[src/rtl/m_tlb_assoc_pkg.sv]
// Shared Sv32 MMU definitions: PTE bit positions, access codes, field widths.
package m_tlb_assoc_pkg;

  // PTE permission bit positions within perm[7:0]
  localparam int unsigned PTE_V = 0;
  localparam int unsigned PTE_R = 1;
  localparam int unsigned PTE_W = 2;
  localparam int unsigned PTE_X = 3;
  localparam int unsigned PTE_U = 4;
  localparam int unsigned PTE_G = 5;
  localparam int unsigned PTE_A = 6;
  localparam int unsigned PTE_D = 7;

  // Access type codes shared with the MMU
  localparam logic [1:0] ACCESS_LOAD  = 2'd0;
  localparam logic [1:0] ACCESS_STORE = 2'd1;
  localparam logic [1:0] ACCESS_FETCH = 2'd2;

  // Sv32 field widths
  localparam int unsigned SV32_VPN_W      = 20;
  localparam int unsigned SV32_VPN_PART_W = 10;
  localparam int unsigned SV32_PERM_W     = 8;

  // Comparator flavour: lookup/refill match vs sfence.vma selection
  typedef enum logic {
    MatchLookup = 1'b0,
    MatchFlush  = 1'b1
  } match_mode_e;

endpackage

[src/rtl/m_tlb_match.sv]
// Single-entry comparator: lookup/refill hit or flush selection for one TLB entry.
module m_tlb_match
  import m_tlb_assoc_pkg::*;
#(
  parameter int unsigned ASID_WIDTH = 9
) (
  input  logic                  entry_valid_i,
  input  logic [SV32_VPN_W-1:0] entry_vpn_i,
  input  logic [ASID_WIDTH-1:0] entry_asid_i,
  input  logic                  entry_super_i,
  input  logic                  entry_global_i,
  input  logic [SV32_VPN_W-1:0] q_vpn_i,
  input  logic [ASID_WIDTH-1:0] q_asid_i,
  input  logic                  q_use_va_i,
  input  logic                  q_use_asid_i,
  input  match_mode_e           mode_i,
  output logic                  hit_o
);

  logic vpn_eq;
  logic asid_eq;

  // Superpages ignore VPN[0]; flush restrictions only apply in flush mode
  always_comb begin
    vpn_eq  = (entry_vpn_i[SV32_VPN_W-1:SV32_VPN_PART_W] == q_vpn_i[SV32_VPN_W-1:SV32_VPN_PART_W])
              && (entry_super_i
                  || (entry_vpn_i[SV32_VPN_PART_W-1:0] == q_vpn_i[SV32_VPN_PART_W-1:0]));
    asid_eq = (entry_asid_i == q_asid_i);
    hit_o   = 1'b0;
    unique case (mode_i)
      MatchLookup: hit_o = entry_valid_i && vpn_eq && (asid_eq || entry_global_i);
      MatchFlush:  hit_o = entry_valid_i && (!q_use_va_i || vpn_eq)
                           && (!q_use_asid_i || (asid_eq && !entry_global_i));
      default:     hit_o = 1'b0;
    endcase
  end

endmodule

[src/rtl/m_tlb_assoc.sv]
// Fully-associative Sv32 TLB with ASID tags, superpages and selective flush.
module m_tlb_assoc
  import m_tlb_assoc_pkg::*;
#(
  parameter int unsigned ENTRIES    = 8,
  parameter int unsigned ASID_WIDTH = 9,
  parameter int unsigned PPN_WIDTH  = 22
) (
  input  logic                  CLK,
  input  logic                  RST,
  input  logic                  w_lk_req,
  input  logic [19:0]           w_lk_vpn,
  input  logic [ASID_WIDTH-1:0] w_lk_asid,
  output logic                  w_lk_valid,
  output logic                  w_lk_hit,
  output logic [PPN_WIDTH-1:0]  w_lk_ppn,
  output logic [7:0]            w_lk_perm,
  input  logic                  w_rf_we,
  input  logic [19:0]           w_rf_vpn,
  input  logic [ASID_WIDTH-1:0] w_rf_asid,
  input  logic [PPN_WIDTH-1:0]  w_rf_ppn,
  input  logic [7:0]            w_rf_perm,
  input  logic                  w_rf_super,
  input  logic                  w_fl_req,
  input  logic                  w_fl_use_va,
  input  logic [19:0]           w_fl_vpn,
  input  logic                  w_fl_use_asid,
  input  logic [ASID_WIDTH-1:0] w_fl_asid,
  output logic                  w_fl_done
);

  localparam int unsigned IdxW = $clog2(ENTRIES);

  logic [ENTRIES-1:0]    valid_q, valid_d;
  logic [19:0]           vpn_q   [ENTRIES];
  logic [19:0]           vpn_d   [ENTRIES];
  logic [ASID_WIDTH-1:0] asid_q  [ENTRIES];
  logic [ASID_WIDTH-1:0] asid_d  [ENTRIES];
  logic [PPN_WIDTH-1:0]  ppn_q   [ENTRIES];
  logic [PPN_WIDTH-1:0]  ppn_d   [ENTRIES];
  logic [7:0]            perm_q  [ENTRIES];
  logic [7:0]            perm_d  [ENTRIES];
  logic [ENTRIES-1:0]    super_q, super_d;
  logic [IdxW-1:0]       victim_q, victim_d;

  logic                 lk_valid_q, lk_valid_d;
  logic                 lk_hit_q, lk_hit_d;
  logic [PPN_WIDTH-1:0] lk_ppn_q, lk_ppn_d;
  logic [7:0]           lk_perm_q, lk_perm_d;
  logic                 fl_done_q, fl_done_d;

  logic [ENTRIES-1:0] lk_hit, rf_hit, fl_hit;
  logic               lk_any, rf_any, free_any;
  logic [IdxW-1:0]    lk_idx, rf_idx, free_idx, rf_slot;

  for (genvar i = 0; i < ENTRIES; i++) begin : g_match
    m_tlb_match #(.ASID_WIDTH(ASID_WIDTH)) u_lk (
      .entry_valid_i(valid_q[i]), .entry_vpn_i(vpn_q[i]), .entry_asid_i(asid_q[i]),
      .entry_super_i(super_q[i]), .entry_global_i(perm_q[i][PTE_G]),
      .q_vpn_i(w_lk_vpn), .q_asid_i(w_lk_asid), .q_use_va_i(1'b0), .q_use_asid_i(1'b0),
      .mode_i(MatchLookup), .hit_o(lk_hit[i])
    );
    m_tlb_match #(.ASID_WIDTH(ASID_WIDTH)) u_rf (
      .entry_valid_i(valid_q[i]), .entry_vpn_i(vpn_q[i]), .entry_asid_i(asid_q[i]),
      .entry_super_i(super_q[i]), .entry_global_i(perm_q[i][PTE_G]),
      .q_vpn_i(w_rf_vpn), .q_asid_i(w_rf_asid), .q_use_va_i(1'b0), .q_use_asid_i(1'b0),
      .mode_i(MatchLookup), .hit_o(rf_hit[i])
    );
    m_tlb_match #(.ASID_WIDTH(ASID_WIDTH)) u_fl (
      .entry_valid_i(valid_q[i]), .entry_vpn_i(vpn_q[i]), .entry_asid_i(asid_q[i]),
      .entry_super_i(super_q[i]), .entry_global_i(perm_q[i][PTE_G]),
      .q_vpn_i(w_fl_vpn), .q_asid_i(w_fl_asid), .q_use_va_i(w_fl_use_va),
      .q_use_asid_i(w_fl_use_asid), .mode_i(MatchFlush), .hit_o(fl_hit[i])
    );
  end

  // Lowest-index priority encoders for lookup hit, refill match and free slot
  always_comb begin
    lk_any   = 1'b0;
    rf_any   = 1'b0;
    free_any = 1'b0;
    lk_idx   = '0;
    rf_idx   = '0;
    free_idx = '0;
    for (int i = ENTRIES - 1; i >= 0; i--) begin
      if (lk_hit[i]) begin
        lk_any = 1'b1;
        lk_idx = IdxW'(i);
      end
      if (rf_hit[i]) begin
        rf_any = 1'b1;
        rf_idx = IdxW'(i);
      end
      if (!valid_q[i]) begin
        free_any = 1'b1;
        free_idx = IdxW'(i);
      end
    end
  end

  // Next-state for entries, victim pointer and the registered lookup response
  always_comb begin
    valid_d  = valid_q;
    vpn_d    = vpn_q;
    asid_d   = asid_q;
    ppn_d    = ppn_q;
    perm_d   = perm_q;
    super_d  = super_q;
    victim_d = victim_q;
    rf_slot  = '0;

    // Flush wins over a same-cycle refill; the walker retries after done
    if (w_fl_req) begin
      valid_d = valid_q & ~fl_hit;
    end else if (w_rf_we) begin
      if (rf_any) begin
        rf_slot = rf_idx;
      end else if (free_any) begin
        rf_slot = free_idx;
      end else begin
        rf_slot  = victim_q;
        victim_d = victim_q + 1'b1;
      end
      valid_d[rf_slot] = 1'b1;
      vpn_d[rf_slot]   = w_rf_vpn;
      asid_d[rf_slot]  = w_rf_asid;
      ppn_d[rf_slot]   = w_rf_ppn;
      perm_d[rf_slot]  = w_rf_perm;
      super_d[rf_slot] = w_rf_super;
    end

    // Match against pre-update contents so a same-cycle refill is not visible
    lk_valid_d = w_lk_req;
    lk_hit_d   = w_lk_req && lk_any && !w_fl_req;
    lk_ppn_d   = '0;
    lk_perm_d  = '0;
    if (lk_hit_d) begin
      lk_ppn_d  = ppn_q[lk_idx];
      lk_perm_d = perm_q[lk_idx];
      if (super_q[lk_idx]) begin
        lk_ppn_d[9:0] = w_lk_vpn[9:0];
      end
    end
    fl_done_d = w_fl_req;
  end

  // Control state with synchronous reset
  always_ff @(posedge CLK) begin
    if (RST) begin
      valid_q    <= '0;
      victim_q   <= '0;
      lk_valid_q <= 1'b0;
      lk_hit_q   <= 1'b0;
      lk_ppn_q   <= '0;
      lk_perm_q  <= '0;
      fl_done_q  <= 1'b0;
    end else begin
      valid_q    <= valid_d;
      victim_q   <= victim_d;
      lk_valid_q <= lk_valid_d;
      lk_hit_q   <= lk_hit_d;
      lk_ppn_q   <= lk_ppn_d;
      lk_perm_q  <= lk_perm_d;
      fl_done_q  <= fl_done_d;
    end
  end

  // Entry payload; qualified by valid so it needs no reset
  always_ff @(posedge CLK) begin
    vpn_q   <= vpn_d;
    asid_q  <= asid_d;
    ppn_q   <= ppn_d;
    perm_q  <= perm_d;
    super_q <= super_d;
  end

  assign w_lk_valid = lk_valid_q;
  assign w_lk_hit   = lk_hit_q;
  assign w_lk_ppn   = lk_ppn_q;
  assign w_lk_perm  = lk_perm_q;
  assign w_fl_done  = fl_done_q;

endmodule

[config.mk]
export PLATFORM = sky130hd
export DESIGN_NAME = m_tlb_assoc
export DESIGN_NICKNAME = d
export VERILOG_FILES = /design/src/rtl/m_tlb_assoc_pkg.sv /design/src/rtl/m_tlb_match.sv /design/src/rtl/m_tlb_assoc.sv
export SDC_FILE = /design/constraint.sdc
export NUM_CORES = 1
export LEC_CHECK = 0
export ABC_AREA = 0
export BUFFER_PORTS_ARGS = -buffer_cell sky130_fd_sc_hd__buf_2
export CAP_MARGIN = 20
export CORE_ASPECT_RATIO = 2
export CORE_MARGIN = 4
export CORE_UTILIZATION = 35
export DETAILED_ROUTE_END_ITERATION = 7
export PLACE_DENSITY = 0.49
export SLEW_MARGIN = 5
export SYNTH_ARGS = -nofsm -noshare
export SYNTH_HDL_FRONTEND = slang
export SYNTH_SLANG_ARGS = --single-unit
[constraint.sdc]
create_clock -name CLK -period 6.5 [get_ports CLK]
set_input_delay 0.325 -clock CLK [delete_from_list [all_inputs] [get_ports CLK]]
set_output_delay 0.325 -clock CLK [all_outputs]
set_load 0.03 [all_outputs]
# Yosys cells after proc, flatten, opt, wreduce, memory -nomap -nowiden
# Index checks and enable logic that the tools add are counted.
# word_totals
regBits	524
wordCells	361
output_inout_bits	33
# op_classes
bitwise_logic	9
n_eq_ne	72
reduce_logical	155
n_mux	78
n_addsub	1
order_cmp	6
# ops
cell	n
$eq 10x10->1	48
$eq 9x9->1	24
$bwmux 176	1
$bwmux 160	1
$logic_and 1x1->1	84
$mux 3	28
$bwmux 72	1
$bmux 22 s3	1
$demux 22 s3	1
$mux 22	3
$bwmux 64	1
$demux 20 s3	1
$logic_or 1x1->1	56
$mux 8	5
$demux 9 s3	1
$mux 1	26
$bmux 8 s3	1
$demux 8 s3	1
$mux 20	1
$logic_not 1->1	11
$mux 10	1
$mux 9	1
$and 8x8->8	1
$bwmux 8	1
15 further kinds	21

# Logic depth before layout (Yosys ltp)
# Gate-level depths: netlist of run 1.
# depth
word_depth	23
ltp_mapped	14
depth_no_buf	11

# By module
# A second synthesis of run 1 with hierarchy kept.
# unflattened
cells_unflattened	1958
area_unflattened_um2	26758.2
# by_module_without_submodules
mod	area_each_um2	cells_each	n_inst
m_tlb_assoc	17989.8	902	1
m_tlb_match	365.4	44	24

# Worst setup path after synthesis of run 1
# Ideal clock, no wire load.
# synth_path
kind	input to register
startpoint	in w_rf_asid[8]
endpoint	reg asid_q[45] in the netlist's numbering (enable)
n_path_buf	1
arrival_time_ps	4669
path_slack_ps	1351
t_required_ps	6020
setup_time_ps	480
path_stages	11
path_cell_list	clkbuf_1 > xor2_1 > nor4_1 > a41oi_1 > nor4_1 > nor2_1 > a21boi_0 > or3_1 > and2_1 > nand2_1 > nor2_1
# synth_rtl
element	line	rtl
start: declaration	m_tlb_assoc.sv:20	input logic [ASID_WIDTH-1:0] w_rf_asid,
end signal: assignment	m_tlb_assoc.sv:171	asid_q <= asid_d;
end: declaration	m_tlb_assoc.sv:37	logic [ASID_WIDTH-1:0] asid_q [ENTRIES];

==> results of run 1 <==
-- flip-flops by register name, summed over array words and instances (netlist names), 3 cells and up --
signal and count:
super_q 8, victim_q 3, ppn_q 176, asid_q 72
valid_q 8, w_lk_perm 8, vpn_q 160, perm_q 64
w_lk_ppn 22
-- power groups by stage --
stage | Combinational, W | Sequential (W) | Clock, W
floorplan | 0.000333 | 0.00380 | 0
global placement | 0.000546 | 0.00380 | 0
detailed placement | 0.000548 | 0.00380 | 0
CTS | 0.000563 | 0.00373 | 0.00333
global route | 0.000598 | 0.00373 | 0.00345
finish | 0.000562 | 0.00373 | 0.00324
-- what timing repair did --
item | 4_1_cts | 5_1_grt
endpoints found under the hold margin | 213 | 0
setup endpoints to repair | 0 | 0
resized for setup | 0 | 0
buffers inserted | 0 | 0
hold buffers | 28 | 0
-- final timing paths --
kind	start	end	slack, ns	cells after the start
worst max-delay path	vpn_q[103]	ppn_q[74]	1.55	11
worst max register to register	vpn_q[103]	ppn_q[74]	1.55	11
worst min register to register	victim_q[2]	victim_q[2]	0.53	2
worst min-delay path	w_rf_ppn[0]	ppn_q[44]	0.04	1
-- kinds of logic (layout without fill, tap and decap cells) --
| group | after synthesis | count (layout) | share of synthesized area [%] |
|---|---|---|---|
| muxes | 91 | 91 | 3.474 |
| xor gates and xnor gates | 698 | 698 | 22.69 |
| DFF | 524 | 524 | 56.78 |
| other | 0 | 9 | 0 |
| and+or+nand+nor | 412 | 412 | 8.547 |
| AOI/OAI and AO/OA | 224 | 224 | 6.071 |
| adders and majority gates | 1 | 1 | 0.04644 |
| buffers and inverters | 137 | 319 | 2.387 |
-- synth_stat cells (3+ instances only) --
cell      number
buf_2         37
a21oi_1       51
edfxtp_1     480
or3_1         14
nor2b_1       46
xor2_1       413
o41ai_1       11
a41oi_2        4
nand2_1       27
o22ai_1       10
nand4_1       72
a22o_1        12
a211oi_1      61
clkbuf_1      59
mux2i_1       71
mux2_2        10
nor3_1        32
nor3_2         3
nand3_1       30
inv_1         13
xnor2_1      285
mux2_1        10
nor2_1        70
a41o_1         5
a31oi_1        9
dfxtp_1       44
nor4_1       100
o21ai_0       14
buf_1          6
a41oi_1       27
nand2b_1       3
and3_1         4
buf_4         22
-- worst register-to-register path: stages, from the launching register on --
cell      delay, ns
edfxtp_1       0.52
xor2_1         0.19
nor4_1         0.61
a41oi_1        0.54
nor4_1         0.77
nor4_1         0.22
nand3_1        0.15
o21ai_0        0.12
nor2_1         0.18
nand2_1        0.12
clkinv_2       0.56
buf_4          0.57
-- per-stage QoR --
step / cell area [um2] / util (%) / hold slack (ns)
after global placement: 28670 / 37.61 / 0.5084
final: 30780 / 40.39 / 0.04399
after global routing: 30760 / 40.36 / 0.03528
after CTS: 30760 / 40.36 / 0.007430
after floorplan: 26940 / - / 0.3966
after detailed placement: 28670 / 37.61 / 0.5077
-- cell usage in the layout (no fill, tap or decap), drive strengths merged, types with 63 or more instances in the layout --
cell type / netlist / routed
nor2: 70 / 70
a211oi: 63 / 63
clkbuf: 59 / 67
xor2: 413 / 413
buf: 65 / 182
edfxtp: 480 / 480
mux2i: 71 / 71
nand4: 72 / 72
nor4: 102 / 102
xnor2: 285 / 285
-- layout make-up --
| class | instances | area share, % |
|---|---|---|
| multi-input combinational | 1426 | 35.88 |
| sequential | 524 | 49.68 |
| inverter | 13 | 0.1829 |
| antenna | 9 | 0.07316 |
| clock inverter | 29 | 1.366 |
| tap | 1015 | 4.125 |
| clock buffer | 67 | 4.536 |
| timing repair buffer | 210 | 4.154 |
-- routing by layer --
layer / vias up / part of all wire, % / wire length (um)
li1: 7936 / - / -
met1: 8910 / 37 / 34640
met2: 552 / 52 / 48240
met3: 220 / 4.6 / 4319
met4: 4 / 6.5 / 6028
met5: - / 0.021 / 20
==> metrics.md, run 1 <==
| Metric | Value |
|---|---|
| M2 GR Usage | `40.05%` |
| Multi-input gate area | `0.01105 mm2` |
| Die width | `204.2 um` |
| Status | `completed` |
| Clk_lat worst skew | `0.62 ns` |
| # setup viols final | `0` |
| Vias in the first global route | `18730` |
| Largest cells by area after synthesis | `edfxtp_1, xor2_1, xnor2_1` |
| RSZ-0062 raised after global routing | `false` |
| Initial DRC count | `1098` |
| Area added between synthesis and finish | `14.28%` |
| Drt via density | `5.351` |
| Main flop type after synthesis | `edfxtp_1` |
| CTS tree | `done` |
| Post-route DRC | `0` |
| HPWL after detailed placement | `64850 um` |
| Min Tclk post-route | `4.949 ns` |
| Chip height | `400.3 um` |
| Switching pwr | `0.001752 W` |
| Post-synth ARST share | `0%` |
| CTS Buf Count | `51` |
| Cell family with most CP delay | `simple AND/OR/NAND/NOR gates` |
| Buf+Inv Stages, Crit Path | `2` |
| Max-Slew Margin vs Limit | `13.92%` |
| Global Route met3 Usage | `3.406%` |
| Comb pwr share | `7.5%` |
| PwrDens | `244.7 mW/mm2` |
| Layout Skew | `0.02972 ns` |
| Mean routed wirelength per cell | `28.32 um` |
| Count of different cell masters after synthesis | `56` |
| Max Slew Vio Count | `0` |
| Post-Synthesis Cells | `2087` |
| Pre-Repair DR Iteration Count | `5` |
| Slowest stage delay, CP | `0.76 ns` |
| Peak supply drop | `252.9 uV` |
| Initial antenna violation count | `12` |
| Net Sw Frac | `23.25%` |
| Number of synthesized flops with an enable pin | `480` |
| Placed insts | `3160` |
| Clock buffer depth | `3` |
| Sink Count | `524` |
| Pint | `0.005782 W` |
| Critical path capture point type | `register` |
| Placer Congestion | `0.9174` |
| FILL cells | `7319` |
| Critical path class | `register to register` |
| Row count | `143` |
| Antenna-violating nets left | `0` |
| Area of the mapped netlist | `0.02694 mm2` |
| Final Hold Viols | `0` |
| CTS clk-pin slew, worst paths | `0.07 ns` |
| Actual slew at the worst max-slew pin | `1.274 ns` |
| Register area | `0.01529 mm2` |
| Share of the synthesized area in the top cell type | `53.51%` |
| Post-route setup TNS | `0 ns` |
| Core area | `0.07622 mm2` |
| Via count | `17620` |
| IO Port Bufs | `157` |
| Tcrit/Tclk final | `76.14%` |
| Most frequent CP cell | `nor4_1` |
| Total Wirelength | `93260 um` |
| Slowest-stage cell, CP | `nor4_1` |
| Pleak | `10.08 nW` |
| Dominant cell type by area after synthesis | `edfxtp_1` |
| Max Cap Violations | `0` |
| Critical Path RT | `6.73 ns` |
| Crit path DAT | `5.18 ns` |
| Avg Cell Area, Syn | `12.91 um2` |
| Share of cells above drive strength 1 | `13.35%` |
| Place WS | `1.212 ns` |
| Fmax | `202.1 MHz` |
| Crit-path max FO | `32` |
| Sequential power share | `49.5%` |
| Slack of the critical path | `1.551 ns` |
| Fin nets | `2352` |
| Starting Density | `35.34%` |
| Sequential fraction of the synthesis area | `56.78%` |
| Num ports | `158` |
| Critical Path Start Type | `register` |
| Htree depth | `2` |
| GRT met1 Usage | `24.93%` |
| CTS root buf | `clkbuf_16` |
| Syn Nets | `2213` |
| Die ar. | `0.08173 mm2` |
| Hold/Removal Path Class | `input port to register` |
| Synth Register Bits | `524` |
| Ys Warns | `0` |
| GRT Max-Usage Layer | `met2` |
| Largest net degree at the start of global routing | `81` |
| GRT Overall Usage | `22.23%` |
| Pwr Total | `0.007533 W` |
| Global-route wire length before repair | `133500 um` |
| Final cell count without fillers | `3293` |
| CP Cell Sequence | `xor2_1 -> nor4_1 -> a41oi_1 -> nor4_1 -> nor4_1 -> nand3_1 -> o21ai_0 -> nor2_1 -> nand2_1 -> clkinv_2 -> buf_4` |
| Global route overflow | `0` |
| Clk network pwr share | `43.1%` |
No activity file was read; power rests on OpenSTA's default activity.
==> run 2: changes to the inputs <==
--- a/config.mk
+++ b/config.mk
@@ -12,7 +12,7 @@
 export CORE_MARGIN = 4
 export CORE_UTILIZATION = 35
 export DETAILED_ROUTE_END_ITERATION = 7
-export PLACE_DENSITY = 0.49
+export PLACE_DENSITY = 0.51
 export SLEW_MARGIN = 5
 export SYNTH_ARGS = -nofsm -noshare
 export SYNTH_HDL_FRONTEND = slang
==> constraint.sdc (replaced) <==
create_clock -name CLK -period 3.95 [get_ports CLK]
set_input_delay 0.1975 -clock CLK [delete_from_list [all_inputs] [get_ports CLK]]
set_output_delay 0.1975 -clock CLK [all_outputs]
set_load 0.03 [all_outputs]
==> run 2 against run 1 <==
Net effect:
- power up 64%
- register-to-register slack worse by 1.3 ns
- cell count up 5.1%
- critical path depth up 2
- cell area up 5.6%
- wire length up 0.22%
- sequential power up 64%
- global-route usage up 0.096 points
- clock-buffer cell count up 1
- first-iteration DRC count up 7.3%
- largest power group unchanged
==> metrics.md, run 2 (synthesis results as in run 1) <==
| Metric | Value |
|---|---|
| Capture point of the worst reg-to-reg path | `vpn_q[131]` |
| Fmax | `267.8 MHz (+33%)` |
| Most frequent cells in the layout | `edfxtp_1, xor2_1, xnor2_1` |
| Initial DRC count | `1178 (+7.3%)` |
| IO Port Bufs | `157 (unchanged)` |
| Critical Path Start Type | `register` |
| Total Wirelength | `93460 um (+0.22%)` |
| Placed insts | `3312 (+4.8%)` |
| Met2 Wirelength | `47960 um (-0.59%)` |
| Max Cap Violations | `0 (unchanged)` |
| Peak supply drop | `317.5 uV (+26%)` |
| Top flop regs | `ppn_q: 176 flops, vpn_q: 160 flops, asid_q: 72 flops` |
| Antenna-violating nets left | `0 (unchanged)` |
| RSZ-0062 raised after global routing | `false` |
| Fin nets | `2525 (+7.4%)` |
| Slowest stage delay, CP | `0.45 ns (-0.31 ns)` |
| Clk_lat worst skew | `0.64 ns (+0.02 ns)` |
| Pwr Total | `0.01236 W (+64%)` |
| Largest net degree at the start of global routing | `48 (-41%)` |
| Hold/Removal Path Class | `input port to register` |
| Critical path class | `register to register` |
| CTS clk-pin slew, worst paths | `0.06 ns (about the same)` |
| Post-CTS setup buffer count | `0 (unchanged)` |
| Max Slew Vio Count | `0 (unchanged)` |
| WHS Endpoint | `w_fl_done` |
| Row count | `143 (unchanged)` |
| Core area | `0.07622 mm2 (unchanged)` |
| Global route overflow | `0 (unchanged)` |
| WL met1 | `33610 um (-3.0%)` |
| Placed Area | `0.03024 mm2 (+5.5%)` |
| Die ar. | `0.08173 mm2 (unchanged)` |
| Die width | `204.2 um (unchanged)` |
| Post-route DRC | `0 (unchanged)` |
| CTS root buf | `clkbuf_16` |
| Status | `completed` |
| FILL cells | `7188 (-1.8%)` |
| Reg2Reg Depth | `13 (+2)` |
| PwrDens | `380.1 mW/mm2 (+55%)` |
| WL met3 | `4665 um (+8.0%)` |
| Largest register FFs | `176 (unchanged)` |
| CP Cell Sequence | `xor2_1 -> nor4_1 -> a41oi_1 -> nor4_1 -> buf_4 -> nor2_1 -> a21boi_0 -> or3_1 -> and2_1 -> nor2_1 -> nand2_1 -> clkinv_2 -> buf_12` |
| Biggest register | `ppn_q` |
| Worst reg2reg setup slack | `0.22 ns (-1.34 ns)` |
| Layout Skew | `0.05519 ns (+0.02546 ns)` |
| Pleak | `11.01 nW (+9.2%)` |
| Drt via density | `5.320 (-0.58%)` |
| WHS | `0.03545 ns (-0.008533 ns)` |
| Chip height | `400.3 um (unchanged)` |
| Starting Density | `35.34% (unchanged)` |
| # setup viols final | `0 (unchanged)` |
| Min Tclk post-route | `3.734 ns (-1.215 ns)` |
| Final Hold Viols | `0 (unchanged)` |
| Tcrit/Tclk final | `94.53% (+18 points)` |
| Critical path capture point type | `register` |
| Register area | `0.01529 mm2 (unchanged)` |
| Pre-Repair DR Iteration Count | `6 (+1)` |
| Final cell count without fillers | `3462 (+5.1%)` |
| Slowest-stage cell, CP | `edfxtp_1` |
| Sink Count | `524 (unchanged)` |
| Highest metal layer with signal wires | `met5` |
| Initial antenna violation count | `15 (+3)` |
| Hold Path Stages | `2 (+1)` |
| Placer Congestion | `0.9210 (+0.39%)` |
| Mean routed wirelength per cell | `27.00 um (-4.7%)` |
| FF-to-FF Start | `vpn_q[61]` |
| Htree depth | `2 (unchanged)` |
| Vias in the first global route | `19380 (+3.5%)` |
| Hold_sp | `w_fl_req` |
| Num ports | `158 (unchanged)` |
| Global-route wire length before repair | `134500 um (+0.75%)` |
| Via count | `18420 (+4.5%)` |
| Crit path DAT | `4.02 ns (-1.16 ns)` |
| Multi-input gate area | `0.01105 mm2 (about the same)` |
| Critical Path RT | `4.23 ns (-2.50 ns)` |
| Most common cell after layout, fill and taps aside | `edfxtp_1` |
| Share of cells above drive strength 1 | `18.65% (+5.3 points)` |
| Actual slew at the worst max-slew pin | `1.176 ns (-0.09853 ns)` |
| Area added between synthesis and finish | `20.73%` |
| HPWL after detailed placement | `68500 um (+5.6%)` |
| Final instance area | `0.03252 mm2 (+5.6%)` |
| CTS Buf Count | `50 (-2.0%)` |
| CTS tree | `done` |
| Crit-path max FO | `27 (-16%)` |
| Max-Slew Margin vs Limit | `20.57% (+6.6 points)` |
| Clock buffer depth | `3 (unchanged)` |
| GRT Overall Usage | `22.32% (+0.096 points)` |
[run 2: changes by cell type in the layout (fill, tap and decap cells not counted), moves of 2 or more]
cell	previous run	this run
buf_12	2	37
buf_4	23	141
bufinv_16	9	6
clkbuf_8	6	9
clkinv_2	17	14
clkinv_4	1	3
clkinv_8	2	0
diode_2	9	7
dlygate4sd3_1	28	49
[run 2: critical path: cells and delay by family, from the launching register on]
kind                      cells  cell delay [ns]
AOI/OAI and AO/OA             2             0.42
xor gates and xnor gates      1             0.18
DFF                           1             0.45
buffers and inverters         3             0.60
and+or+nand+nor               7             1.70
[run 2: cell type report]
class | instances | area share (%)
sequential | 524 | 47.03
multi-input combinational | 1426 | 33.98
timing repair buffer | 384 | 9.457
clock buffer | 68 | 4.332
tap | 1015 | 3.905
clock inverter | 25 | 1.066
inverter | 13 | 0.1731
antenna | 7 | 0.05386
[run 2: per-layer routing]
metal  vias up  GRT usage (%)
li1       8283              -
met2       664          39.81
met1      9175          24.28
met3       283          3.754
met4        14          14.04
met5         -              0
[run 2: through the flow]
step	setup WS [ns]	utilization, %	setup TNS (ns)
finish	0.2160	42.67	0
global route	0.004299	42.64	0
CTS	0.1358	42.63	0
detailed placement	0.1476	39.68	0
global placement	0.1357	39.68	0
floorplan	-0.07055	-	-8.215
[run 2: worst max path at each step]
stage,startpoint,endpoint,slack [ns],depth (start not counted)
2_1_floorplan,w_rf_asid[8],asid_q[10],-0.07,11
3_3_place_gp,w_rf_vpn[2],asid_q[71],0.14,14
3_5_place_dp,w_rf_vpn[2],ppn_q[112],0.15,14
4_1_cts,vpn_q[61],vpn_q[131],0.14,13
5_1_grt,vpn_q[69],vpn_q[135],0.004,13
6_report,vpn_q[61],vpn_q[131],0.22,13
[run 2: repair_timing]
item / in CTS / in global routing
endpoints found under the setup margin: 0 / 10
hold buffers: 49 / 0
hold endpoints to repair: 312 / 0
gates resized for setup: 0 / 1
[run 2: where the power goes]
group | total, W | switching, W | internal (W)
Sequential | 0.00613 | 0.0000337 | 0.00609
Combinational | 0.00104 | 0.000641 | 0.000400
Clock | 0.00519 | 0.00226 | 0.00293
Total | 0.0124 | 0.00294 | 0.00942
==> run 3: changes to the inputs <==
--- a/config.mk
+++ b/config.mk
@@ -16,4 +16,5 @@
 export SLEW_MARGIN = 5
 export SYNTH_ARGS = -nofsm -noshare
 export SYNTH_HDL_FRONTEND = slang
+export SYNTH_HIERARCHICAL = 1
 export SYNTH_SLANG_ARGS = --single-unit
==> run 3 against run 2 <==
Net effect:
- flip-flop and latch count did not move
- synthesized area fell by 0.66%
- die area is 0.64% lower
- largest power group unchanged
==> metrics.md, run 3 <==
| Metric | Value |
|---|---|
| Status | `completed` |
| Layout Skew | `0.03562 ns (-0.01957 ns)` |
| GRT Overall Usage | `21.58% (-0.74 points)` |
| Mean routed wirelength per cell | `24.77 um (-8.2%)` |
| Sequential fraction of the synthesis area | `57.16% (+0.38 points)` |
| Clk_lat worst skew | `0.61 ns (-0.03 ns)` |
| Peak supply drop | `427.1 uV (+34%)` |
| Fin nets | `2713 (+7.4%)` |
| Main flop type after synthesis | `edfxtp_1` |
| CTS clk-pin slew, worst paths | `0.07 ns (about the same)` |
| HPWL after detailed placement | `64980 um (-5.1%)` |
| CTS Buf Count | `50 (unchanged)` |
| IO Port Bufs | `157 (unchanged)` |
| Biggest register | `ppn_q` |
| Die ar. | `0.08121 mm2 (-0.64%)` |
| Vias in the first global route | `19410 (+0.13%)` |
| Top flop regs | `ppn_q: 176 flops, vpn_q: 160 flops, asid_q: 72 flops` |
| Crit-path max FO | `4 (-85%)` |
| Crit path DAT | `4.47 ns (+0.45 ns)` |
| Max-Slew Margin vs Limit | `25.13% (+4.6 points)` |
| Synth Register Bits | `524 (unchanged)` |
| Antenna-violating nets left | `0 (unchanged)` |
| Core area | `0.07586 mm2 (-0.47%)` |
| Critical path class | `register to register` |
| Starting Density | `35.27% (-0.069 points)` |
| Ys Warns | `6 (+6)` |
| Critical Path Start Type | `register` |
| Most frequent cells in the layout | `xor2_1, edfxtp_1, buf_4` |
| Max Slew Vio Count | `0 (unchanged)` |
| Max Cap Violations | `0 (unchanged)` |
| Via count | `18270 (-0.83%)` |
| CTS tree | `done` |
| Count of different cell masters after synthesis | `48 (-14%)` |
| Final instance area | `0.03459 mm2 (+6.4%)` |
| Share of cells above drive strength 1 | `27.25% (+8.6 points)` |
| Initial DRC count | `1072 (-9.0%)` |
| Post-synth ARST share | `0% (unchanged)` |
| RSZ-0062 raised after global routing | `true` |
| Post-Synthesis Cells | `1958 (-6.2%)` |
| Final Hold Viols | `0 (unchanged)` |
| Placer Congestion | `0.8838 (-4.0%)` |
| Placed Area | `0.03161 mm2 (+4.5%)` |
| Most common cell after layout, fill and taps aside | `xor2_1` |
| Die width | `203.5 um (-0.32%)` |
| Area of the mapped netlist | `0.02676 mm2 (-0.66%)` |
| Slack of the critical path | `0.009055 ns (-0.2069 ns)` |
| Most instantiated cells after synthesis | `xor2_1, edfxtp_1, nand2_1` |
| Dominant cell type by area after synthesis | `edfxtp_1` |
| Share of the synthesized area in the top cell type | `53.87% (+0.36 points)` |
| Num ports | `158 (unchanged)` |
| Drt via density | `5.009 (-5.9%)` |
| Pleak | `12.74 nW (+16%)` |
| # setup viols final | `0 (unchanged)` |
| Row count | `143 (unchanged)` |
| Clock buffer depth | `3 (unchanged)` |
| Area added between synthesis and finish | `29.28%` |
| Post-route DRC | `0 (unchanged)` |
| Critical path capture point type | `register` |
| Pre-Repair DR Iteration Count | `5 (-1)` |
| Tcrit/Tclk final | `99.77% (+5.2 points)` |
| Sink Count | `524 (unchanged)` |
| Total Wirelength | `90340 um (-3.3%)` |
| Number of synthesized flops with an enable pin | `480 (unchanged)` |
| Chip height | `399.0 um (-0.33%)` |
| Actual slew at the worst max-slew pin | `1.113 ns (-0.06315 ns)` |
| Critical Path RT | `4.48 ns (+0.25 ns)` |
| Hold/Removal Path Class | `input port to register` |
| Largest cells by area after synthesis | `edfxtp_1, xor2_1, mux4_2` |
| Avg Cell Area, Syn | `13.67 um2 (+5.9%)` |
| Place WS | `-0.8094 ns (-0.9570 ns)` |
| Largest register FFs | `176 (unchanged)` |
| Global route overflow | `0 (unchanged)` |
| Layout Utilization | `45.60% (+2.9 points)` |
| Most frequent cell after synthesis | `xor2_1` |
| Htree depth | `2 (unchanged)` |
| Min Tclk post-route | `3.941 ns (+0.2069 ns)` |
| Largest net degree at the start of global routing | `39 (-19%)` |
| PwrDens | `354.6 mW/mm2 (-6.7%)` |
| Fmax | `253.7 MHz (-5.3%)` |
| CTS root buf | `clkbuf_16` |
| Global-route wire length before repair | `130200 um (-3.2%)` |
| Initial antenna violation count | `9 (-6)` |
[run 3: repair_timing]
action	in CTS	in global routing
resized for setup	28	51
pin swaps	17	22
cloned	1	5
hold buffers	56	0
hold endpoints to repair	330	0
buffers inserted	9	9
setup endpoints to repair	363	438
[run 3: cell families (layout without fill, tap and decap cells)]
| logic type | after synthesis | in the layout | synth area share (%) |
|---|---|---|---|
| adder cells (fa/ha/maj) | 1 | 1 | 0.04675 |
| XOR/XNOR | 698 | 698 | 22.85 |
| buffers and inverters | 41 | 608 | 0.6500 |
| other | 2 | 108 | 0.02807 |
| AND/OR/NAND/NOR | 463 | 463 | 10.91 |
| flip-flops | 524 | 524 | 57.16 |
| AO/OA/AOI/OAI | 183 | 183 | 4.662 |
| multiplexers | 46 | 47 | 3.699 |
[run 3: path summary, 6_finish.rpt]
check / slack [ns] / end / from / depth (start not counted)
worst max-delay path: 0.009 / w_lk_ppn[8] / vpn_q[5] / 13
worst min-delay path: 0.03 / vpn_q[79] / w_rf_vpn[19] / 2
worst max register to register: 0.009 / w_lk_ppn[8] / vpn_q[5] / 13
worst min register to register: 0.56 / victim_q[1] / victim_q[1] / 2
[run 3: metrics by stage]
stage	total power, W	TNS [ns]	instances	hold slack [ns]
3_3_place_gp	0.007341	-111.86	3471	0.4584
2_1_floorplan	0.006730	-24.95	2060	0.2806
4_1_cts	0.01238	-0.2043	3629	0.001154
3_5_place_dp	0.007360	-80.87	3473	0.4667
6_report	0.01227	0	3647	0.02845
5_1_grt	0.01268	-0.6357	3644	0.01227
[run 3: layer usage]
metal / vias to the layer above / track usage [%] / wire length, um
met5: - / 0 / 47
met3: 164 / 2.627 / 3180
met1: 9193 / 23.63 / 32990
li1: 8453 / - / -
met2: 451 / 41.09 / 48990
met4: 6 / 9.982 / 5123
[run 3: final cells by class]
type / instances / area (um2)
clock inverter: 29 / 312.8
inverter: 7 / 26.28
antenna: 4 / 10.01
sequential: 524 / 15290
clock buffer: 64 / 1345
fill: 6992 / 41270
timing repair buffer: 508 / 4126
multi-input combinational: 1496 / 12210
tap: 1015 / 1270
[run 3: critical path, cell delays in order (launching register included)]
cell and delay (ns):
edfxtp_1 0.45, xor2_2 0.22, nor4_4 0.37, buf_4 0.18, a311oi_4 0.16, nor4b_4 0.25
buf_4 0.18, nor2_4 0.06, o31ai_4 0.25, and2_4 0.21, mux4_2 0.56, mux2_4 0.34
or4_4 0.52, a21oi_2 0.12
[run 3: power by group]
group | internal, W | switching, W | leakage, nW | total [W]
Sequential | 0.00611 | 0.0000394 | 4.69 | 0.00615
Combinational | 0.000469 | 0.000710 | 7.25 | 0.00118
Clock | 0.00271 | 0.00224 | 0.795 | 0.00494
Total | 0.00928 | 0.00299 | 12.7 | 0.0123
